`config.mk`:
```
export PLATFORM = sky130hd
export DESIGN_NAME = adder_error_monitor
export DESIGN_NICKNAME = d
export VERILOG_FILES = /design/src/rtl/adder_eval_pkg.sv /design/src/rtl/err_distance.sv /design/src/rtl/adder_error_monitor.sv
export SDC_FILE = /design/constraint.sdc
export NUM_CORES = 1
export LEC_CHECK = 0
export BUFFER_PORTS_ARGS = -buffer_cell sky130_fd_sc_hd__buf_2
export CORE_AREA = 2 2 130 132
export DETAILED_ROUTE_END_ITERATION = 7
export DIE_AREA = 0 0 132 134
export PLACE_DENSITY = 0.75
export SLEW_MARGIN = 10
export SYNTH_ARGS = -nofsm -noshare
export SYNTH_HDL_FRONTEND = slang
export SYNTH_HIERARCHICAL = 1
export SYNTH_SLANG_ARGS = --single-unit
```
`constraint.sdc`:
```
create_clock -name clk -period 4.4 [get_ports clk]
set_input_delay 0 -clock clk [delete_from_list [all_inputs] [get_ports clk]]
set_output_delay 0 -clock clk [all_outputs]
set_load 0.02 [all_outputs]
```
`src/rtl/adder_eval_pkg.sv`:
```
// Shared defaults and width helpers for the approximate-adder error monitor.
package adder_eval_pkg;
    localparam int N_DEF       = 16;
    localparam int LOG_WIN_DEF = 8;

    // ED needs one extra bit because the exact sum keeps its carry-out.
    function automatic int ed_w(input int n);
        return n + 1;
    endfunction

    function automatic int sum_w(input int n, input int log_win);
        return n + 1 + log_win;
    endfunction

    function automatic int cnt_w(input int log_win);
        return log_win + 1;
    endfunction
endpackage

```
`src/rtl/err_distance.sv`:
```
// Combinational error distance between the exact N+1-bit sum and the N-bit approximate sum.
module err_distance #(
    parameter int N = 16
) (
    input  logic [N-1:0] a,
    input  logic [N-1:0] b,
    input  logic [N-1:0] approx_sum,
    output logic [N:0]   ed,
    output logic         err
);
    logic [N:0] exact;
    logic [N:0] apx;

    always_comb begin
        exact = {1'b0, a} + {1'b0, b};
        apx   = {1'b0, approx_sum};
        ed    = (exact >= apx) ? (exact - apx) : (apx - exact);
        err   = |ed;
    end
endmodule

```
`src/rtl/adder_error_monitor.sv`:
```
// Windowed error statistics (error count, ED sum, ED max) for an approximate adder.
module adder_error_monitor
    import adder_eval_pkg::*;
#(
    parameter int N       = N_DEF,
    parameter int LOG_WIN = LOG_WIN_DEF
) (
    input  logic                 clk,
    input  logic                 rst_n,
    input  logic                 clear,
    input  logic                 in_valid,
    output logic                 in_ready,
    input  logic [N-1:0]         a,
    input  logic [N-1:0]         b,
    input  logic [N-1:0]         approx_sum,
    output logic                 out_valid,
    input  logic                 out_ready,
    output logic [LOG_WIN:0]     err_cnt,
    output logic [N+LOG_WIN:0]   ed_sum,
    output logic [N:0]           ed_max
);
    localparam int ED_W  = ed_w(N);
    localparam int SUM_W = sum_w(N, LOG_WIN);
    localparam int CNT_W = cnt_w(LOG_WIN);

    logic [ED_W-1:0]    ed;
    logic               err;

    logic               rdy_q, rdy_d;
    logic               s1_valid_q, s1_valid_d;
    logic [ED_W-1:0]    s1_ed_q, s1_ed_d;
    logic               s1_err_q, s1_err_d;
    logic [SUM_W-1:0]   acc_sum_q, acc_sum_d;
    logic [CNT_W-1:0]   acc_err_q, acc_err_d;
    logic [ED_W-1:0]    acc_max_q, acc_max_d;
    logic [LOG_WIN-1:0] cnt_q, cnt_d;
    logic               out_valid_q, out_valid_d;
    logic [CNT_W-1:0]   err_cnt_q, err_cnt_d;
    logic [SUM_W-1:0]   ed_sum_q, ed_sum_d;
    logic [ED_W-1:0]    ed_max_q, ed_max_d;

    logic               accept;
    logic [SUM_W-1:0]   sum_nxt;
    logic [CNT_W-1:0]   err_nxt;
    logic [ED_W-1:0]    max_nxt;

    err_distance #(.N(N)) u_err_distance (
        .a          (a),
        .b          (b),
        .approx_sum (approx_sum),
        .ed         (ed),
        .err        (err)
    );

    // rdy_q acts as the reset-release qualifier: low until the first clock after rst_n rises.
    assign in_ready  = rdy_q && !out_valid_q && !clear;
    assign accept    = in_valid && in_ready;
    assign out_valid = out_valid_q;
    assign err_cnt   = err_cnt_q;
    assign ed_sum    = ed_sum_q;
    assign ed_max    = ed_max_q;

    always_comb begin
        sum_nxt = acc_sum_q + SUM_W'(s1_ed_q);
        err_nxt = acc_err_q + CNT_W'(s1_err_q);
        max_nxt = (s1_ed_q > acc_max_q) ? s1_ed_q : acc_max_q;
    end

    always_comb begin
        rdy_d       = 1'b1;
        s1_valid_d  = accept;
        s1_ed_d     = ed;
        s1_err_d    = err;
        acc_sum_d   = acc_sum_q;
        acc_err_d   = acc_err_q;
        acc_max_d   = acc_max_q;
        cnt_d       = cnt_q;
        out_valid_d = out_valid_q;
        err_cnt_d   = err_cnt_q;
        ed_sum_d    = ed_sum_q;
        ed_max_d    = ed_max_q;

        if (out_valid_q && out_ready) out_valid_d = 1'b0;

        if (clear) begin
            s1_valid_d = 1'b0;
            acc_sum_d  = '0;
            acc_err_d  = '0;
            acc_max_d  = '0;
            cnt_d      = '0;
        end else if (s1_valid_q) begin
            if (cnt_q == '1) begin
                // Last sample of the window: publish totals and restart accumulation.
                err_cnt_d   = err_nxt;
                ed_sum_d    = sum_nxt;
                ed_max_d    = max_nxt;
                out_valid_d = 1'b1;
                acc_sum_d   = '0;
                acc_err_d   = '0;
                acc_max_d   = '0;
                cnt_d       = '0;
            end else begin
                acc_sum_d = sum_nxt;
                acc_err_d = err_nxt;
                acc_max_d = max_nxt;
                cnt_d     = cnt_q + LOG_WIN'(1);
            end
        end
    end

    always_ff @(posedge clk or negedge rst_n) begin
        if (!rst_n) begin
            rdy_q       <= 1'b0;
            s1_valid_q  <= 1'b0;
            s1_ed_q     <= '0;
            s1_err_q    <= 1'b0;
            acc_sum_q   <= '0;
            acc_err_q   <= '0;
            acc_max_q   <= '0;
            cnt_q       <= '0;
            out_valid_q <= 1'b0;
            err_cnt_q   <= '0;
            ed_sum_q    <= '0;
            ed_max_q    <= '0;
        end else begin
            rdy_q       <= rdy_d;
            s1_valid_q  <= s1_valid_d;
            s1_ed_q     <= s1_ed_d;
            s1_err_q    <= s1_err_d;
            acc_sum_q   <= acc_sum_d;
            acc_err_q   <= acc_err_d;
            acc_max_q   <= acc_max_d;
            cnt_q       <= cnt_d;
            out_valid_q <= out_valid_d;
            err_cnt_q   <= err_cnt_d;
            ed_sum_q    <= ed_sum_d;
            ed_max_q    <= ed_max_d;
        end
    end
endmodule

```
## After elaboration in Yosys (flattened, before gate mapping)

Index checks and enable logic that the tools add are counted.

- Flip-flop bits (word level): 131
- Bits in latches: 0
- RAM bits: 0
- ROM bits: 0
- Bits of input ports: 53
- Output and inout bits: 53
- Logic and storage cells: 50
- Memories kept: 0

- $add $sub $neg: 6
- $mul: 0
- Div/mod/pow operators: 0
- Magnitude comparators: 2
- Equal/unequal tests: 1
- Shifts and indexed selects: 0
- Mux-type cells: 19
- Bitwise operators: 1
- Reductions and logical operators: 9

Operators with widths:

| cell | number |
|---|---|
| $mux 17 | 5 |
| $mux 25 | 3 |
| $mux 9 | 3 |
| $add 25x17->25 | 1 |
| $mux 8 | 3 |
| $add 16x16->17 | 1 |
| $ge 17x16->1 | 1 |
| $gt 17x17->1 | 1 |
| $reduce_or 17->1 | 1 |
| $sub 16x17->17 | 1 |
| $sub 17x16->17 | 1 |
| $add 9x1->9 | 1 |
| $add 8x1->8 const B | 1 |
| $eq 8x8->1 const B | 1 |
| $mux 1 | 5 |
| $logic_and 1x1->1 | 4 |
| $reduce_and 3->1 | 1 |
| $logic_not 1->1 | 2 |
| $reduce_bool 2->1 | 1 |
| $not 1->1 | 1 |

## Longest topological paths before layout

- Word-level depth: 5
- Gate-level depth with buffers: 22
- Depth with buffers taken out: 21

## Hierarchy

The synthesis kept the hierarchy.

Modules (own cells, without submodules):

| module | instances | cells an instance | area each (um^2) | seq. area each (um^2) |
|---|---|---|---|---|
| adder_error_monitor | 1 | 663 | 6,575.1 | 3,278.1 |
| err_distance | 1 | 361 | 2,617.5 | 0.0 |

## Worst setup path after synthesis

No wires, ideal clock.

- Path kind: in2reg
- Start point: input port a[1]
- End point: register s1_err_q
- Setup time: 139 ps
- Arrival: 4,590 ps
- Required time: 4,261 ps
- Setup slack: -329 ps
- Cell stages on the path: 20
- Path buffers: 1
- Path through: ha_1 > a21o_1 > a21oi_1 > o21bai_1 > a31o_2 > and3_1 > o21ai_0 > a21oi_1 > o41ai_1 > mux2i_1 > or2_2 > ha_1 > and4_1 > a31oi_1 > dlygate4sd1_1 > nand4_1 > and3_4 > or4b_1 > nor4_2 > nand4b_1

- Word-level cells in the longest chain between the ends: 4
- Elaborated cells on any way between the ends: 6
- Those cells by class: add/sub: 3; order compare: 1; mux: 1; reduce/logical: 1

Ends and longest elaborated chain:

| what | RTL line | RTL |
|---|---|---|
| start, declared | adder_error_monitor.sv:13 | `input logic [N-1:0] a,` |
| $add 16x16->17 * | err_distance.sv:15 | `exact = {1'b0, a} + {1'b0, b};` |
| $sub 16x17->17 (tied with other cells) | err_distance.sv:17 | `ed = (exact >= apx) ? (exact - apx) : (apx - exact);` |
| $mux 17 * | err_distance.sv:17 |  |
| via ed[3] | adder_error_monitor.sv:26 | `logic [ED_W-1:0] ed;` |
| $reduce_or 17->1 * | err_distance.sv:18 | `err = \|ed;` |
| via err | adder_error_monitor.sv:27 | `logic err;` |
| end signal, assigned | adder_error_monitor.sv:129 | `s1_err_q <= s1_err_d;` |
| end, declared | adder_error_monitor.sv:32 | `logic s1_err_q, s1_err_d;` |

Mark *: on every way through the listed nets, which the timed path passes. The rest lies on a longest branch.
A chain may end at the register's enable or synchronous reset.

## Worst setup path after layout

- Start point: input port a[1]
- End point: register s1_err_q

- Word-level cells in the longest chain between the ends: 4
- Elaborated cells on any way between the ends: 6
- Those cells by class: add/sub: 3; order compare: 1; mux: 1; reduce/logical: 1

Ends and longest elaborated chain:

| what | RTL line |
|---|---|
| $add 16x16->17 * | err_distance.sv:15 |
| $sub 16x17->17 (tied with other cells) | err_distance.sv:17 |
| $mux 17 * | err_distance.sv:17 |
| $reduce_or 17->1 * | err_distance.sv:18 |
| via err | adder_error_monitor.sv:27 |

Marked as above.

==> run metrics <==
hold slack roughly 0.021 ns; FF+latch area between 3000 and 4000 um2; Die H about 130 um; final setup skew 0.007909 ns; EDFF count, synth 0; total die area ~18000 um2; yosys warns 6; R2R depth 8; post-DP HPWL approximately 16 mm; CTS buffer count 17; Avg Cell Area, Syn approximately 9.0 um2; final setup violation count 0; Inst Count DP about 1400; share of layout cells above drive strength 1 between 20% and 30%; clock slew at reported path FFs about 0.05 ns; startpoint type of the worst setup path input port; Pint 3.315 mW; initial antenna violation count 0; fin crit period between 4 and 5 ns; vias in the first global route just under 8000; area share of the largest cell type after synthesis about 36%; FP Rows 47; Post-synth ARST share between 90% and 100%; xor and xnor fraction of the mapped netlist area under 10%; top-count cell post-synth dfrtp_1; Sw Share a little over a third; io pins roughly 110; Via Count slightly above 8000; final hold vios 0; CORE AREA 16290 um2; DRC errors left 0; CP max FO 8; Post-synth top flop dfrtp_1; status complete, no violations; CP Class in2reg; placed cell areas about 10000 um2; top cells by area, synth dfrtp_1, ha_1, nand2_1; HP Start approx_sum[0]; Reg-to-Reg Start s1_ed_q[4]; DIE WIDTH approximately 130 um; synth cell count leaders dfrtp_1, nand2_1, ha_1; fmax between 0.2 and 0.25 GHz; Setup crit end kind flop; Min-Delay Endpoint s1_ed_q[0]; FF-to-FF setup slack ~1.4 ns; antenna cells 0; Initial Util between 50% and 60%; Setup WS pre-CTS -0.3904 ns; First DRT Iteration DRCs approximately 540; final core occ between 60% and 70%; Layout area overhead 19.78%; finished layout cell area 11010 um2; NetSw about 1.9 mW; Synth Area in Adders between 10% and 20%; Mapped Cells approximately 1000; Routed wire per std cell between 15 and 20 um; CTS tree built; Compound-Gate Fraction of Synth Area about 23%; Post-Syn Area approximately 9000 um2; relative slew slack approximately 39%; gpl congestion ~0.9; Nets approximately 1300; register area share after synthesis a little over a third; CTS HTree Levels 4; Power per Cell Area approximately 470 nW/um2; # fillers 1324; RSZ-0062 raised after global routing false; Hold WC Path Type in2reg; Reg power frac approximately 29%; power share of the clock group just over 30%; final std cells w/o fill 1400; vias per cell ~5.8; VDD IR max approximately 0.00034 V; TritonRoute pass-1 iters 5; final WL approximately 22 mm; largest family of logic cells by synthesized area compound AO/OA/AOI/OAI gates; CP arrival about 4.5 ns; Syn Nets 1166; post-synthesis mux area share ~1.3%; Req. time, crit path between 4 and 5 ns; Port Buf Inserts 105; Worst-Margin Slew a little over 0.9 ns; Max-Cap Viols 0; multi-input logic area around 5500 um2; Worst Setup Slack, final between 0.2 and 0.25 ns; clock root cell clkbuf_16; worst hold path depth 4; gr usage total between 20 and 30%; simple-gate share of the synthesized area between 15 and 20%; Final Max Slew Viols 0; ANT nets after route 0; Synth Register Bits about 130; reg-to-reg critical path endpoint acc_max_q[2]; Tcrit/Tclk final 95.07%; distinct cell type count of the synthesized netlist approximately 90; grt ovf 0; first-pass GRT wire length around 37 mm; CTS sink count between 100 and 150; leak pwr approximately 5.4 nW; Combinational Power Share between 40% and 50%; largest net degree at the start of global routing 59; Synth area leader dfrtp_1; CTS Buffer Depth 2; Clk Latency, worst-skew pair 0.42 ns
-- power by group through the flow --
stage,clock (mW),sequential [mW],combinational [mW]
2_1_floorplan,0,1.46,1.43
3_3_place_gp,0,1.51,2.00
3_5_place_dp,0,1.52,2.02
4_1_cts,1.61,1.50,2.05
5_1_grt,1.67,1.52,2.33
6_report,1.60,1.50,2.09
-- what timing repair did --
item                                   4_1_cts  5_1_grt
setup endpoints to repair                    0        1
endpoints found under the hold margin       61        0
setup buffers                                0        3
resized for setup                            0       10
hold buffers                                 4        0
-- placed cells by master, fill, tap and decap left out, drive strengths merged, types with 11 or more instances in the layout --
cell type / synthesis / layout
and3: 12 / 12
nand3: 30 / 30
xor2: 19 / 19
nor3: 13 / 13
a31oi: 13 / 13
nor2: 45 / 45
a211oi: 11 / 11
nand2: 127 / 127
buf: 13 / 168
dfrtp: 131 / 131
xnor2: 28 / 28
ha: 85 / 85
clkbuf: 34 / 22
a21o: 31 / 31
inv: 71 / 71
o21ai: 74 / 74
o311ai: 17 / 17
and2: 12 / 12
nand4: 23 / 23
a22o: 35 / 35
a21oi: 61 / 61
-- flip-flops by register name, summed over array words and instances (netlist names) --
signal	cells
acc_sum_q	25
ed_sum	25
acc_max_q	17
ed_max	17
s1_ed_q	17
acc_err_q	9
err_cnt	9
cnt_q	8
out_valid	1
rdy_q	1
s1_err_q	1
s1_valid_q	1
-- area by class of cell --
cell class                 count  share of cell area, %
multi-input combinational    774                  49.73
sequential                   131                  29.77
timing repair buffer         172                  9.523
clock buffer                  22                  4.216
tap                          220                  2.500
inverter                      71                  2.420
clock inverter                10                  1.841
-- critical path, cell delays in order --
cell and delay [ns]:
buf_2 0.10, ha_1 0.28, a21o_1 0.16, a21oi_2 0.15, o21bai_1 0.09, a31o_2 0.26
and3_1 0.17, o21ai_1 0.16, a21oi_1 0.11, o41ai_2 0.40, mux2i_1 0.16, or2_2 0.34
ha_4 0.29, and4_2 0.25, a31oi_4 0.14, buf_4 0.18, nand3_4 0.08, mux2_2 0.34
a221o_1 0.39, a221oi_2 0.28, nand4b_1 0.13
-- per-stage QoR --
step	setup TNS (ns)	power, mW
finish	0	5.194
global route	0	5.515
detailed placement	-0.5457	3.538
floorplan	0	2.894
global placement	-0.2213	3.509
CTS	0	5.161
-- metal layers --
| metal | share of wire [%] | up-vias | track usage [%] |
|---|---|---|---|
| met5 | 0 | - | 0 |
| met2 | 47 | 215 | 42.94 |
| met1 | 45 | 3803 | 33.84 |
| met4 | 2.3 | 0 | 8.635 |
| li1 | - | 3994 | - |
| met3 | 5.3 | 45 | 5.518 |
-- worst max-delay path by stage --
stage	start	slack, ns	end	depth (start not counted)
floorplan	a[1]	0.04	s1_err_q	20
global placement	a[1]	-0.22	s1_err_q	21
detailed placement	a[1]	-0.39	s1_err_q	21
CTS	a[1]	0.03	s1_err_q	21
global route	a[1]	0.009	s1_err_q	21
finish	a[1]	0.22	s1_err_q	21
-- kinds of logic (layout without fill, tap and decap cells) --
| group | after synthesis | in the layout |
|---|---|---|
| flops | 131 | 131 |
| xor+xnor | 47 | 47 |
| simple gates | 321 | 321 |
| buf+inv | 119 | 275 |
| compound gates | 304 | 304 |
| fa+ha+maj | 89 | 89 |
| mux | 12 | 12 |
| other cells | 1 | 1 |
(Power assumes the default switching activity.)
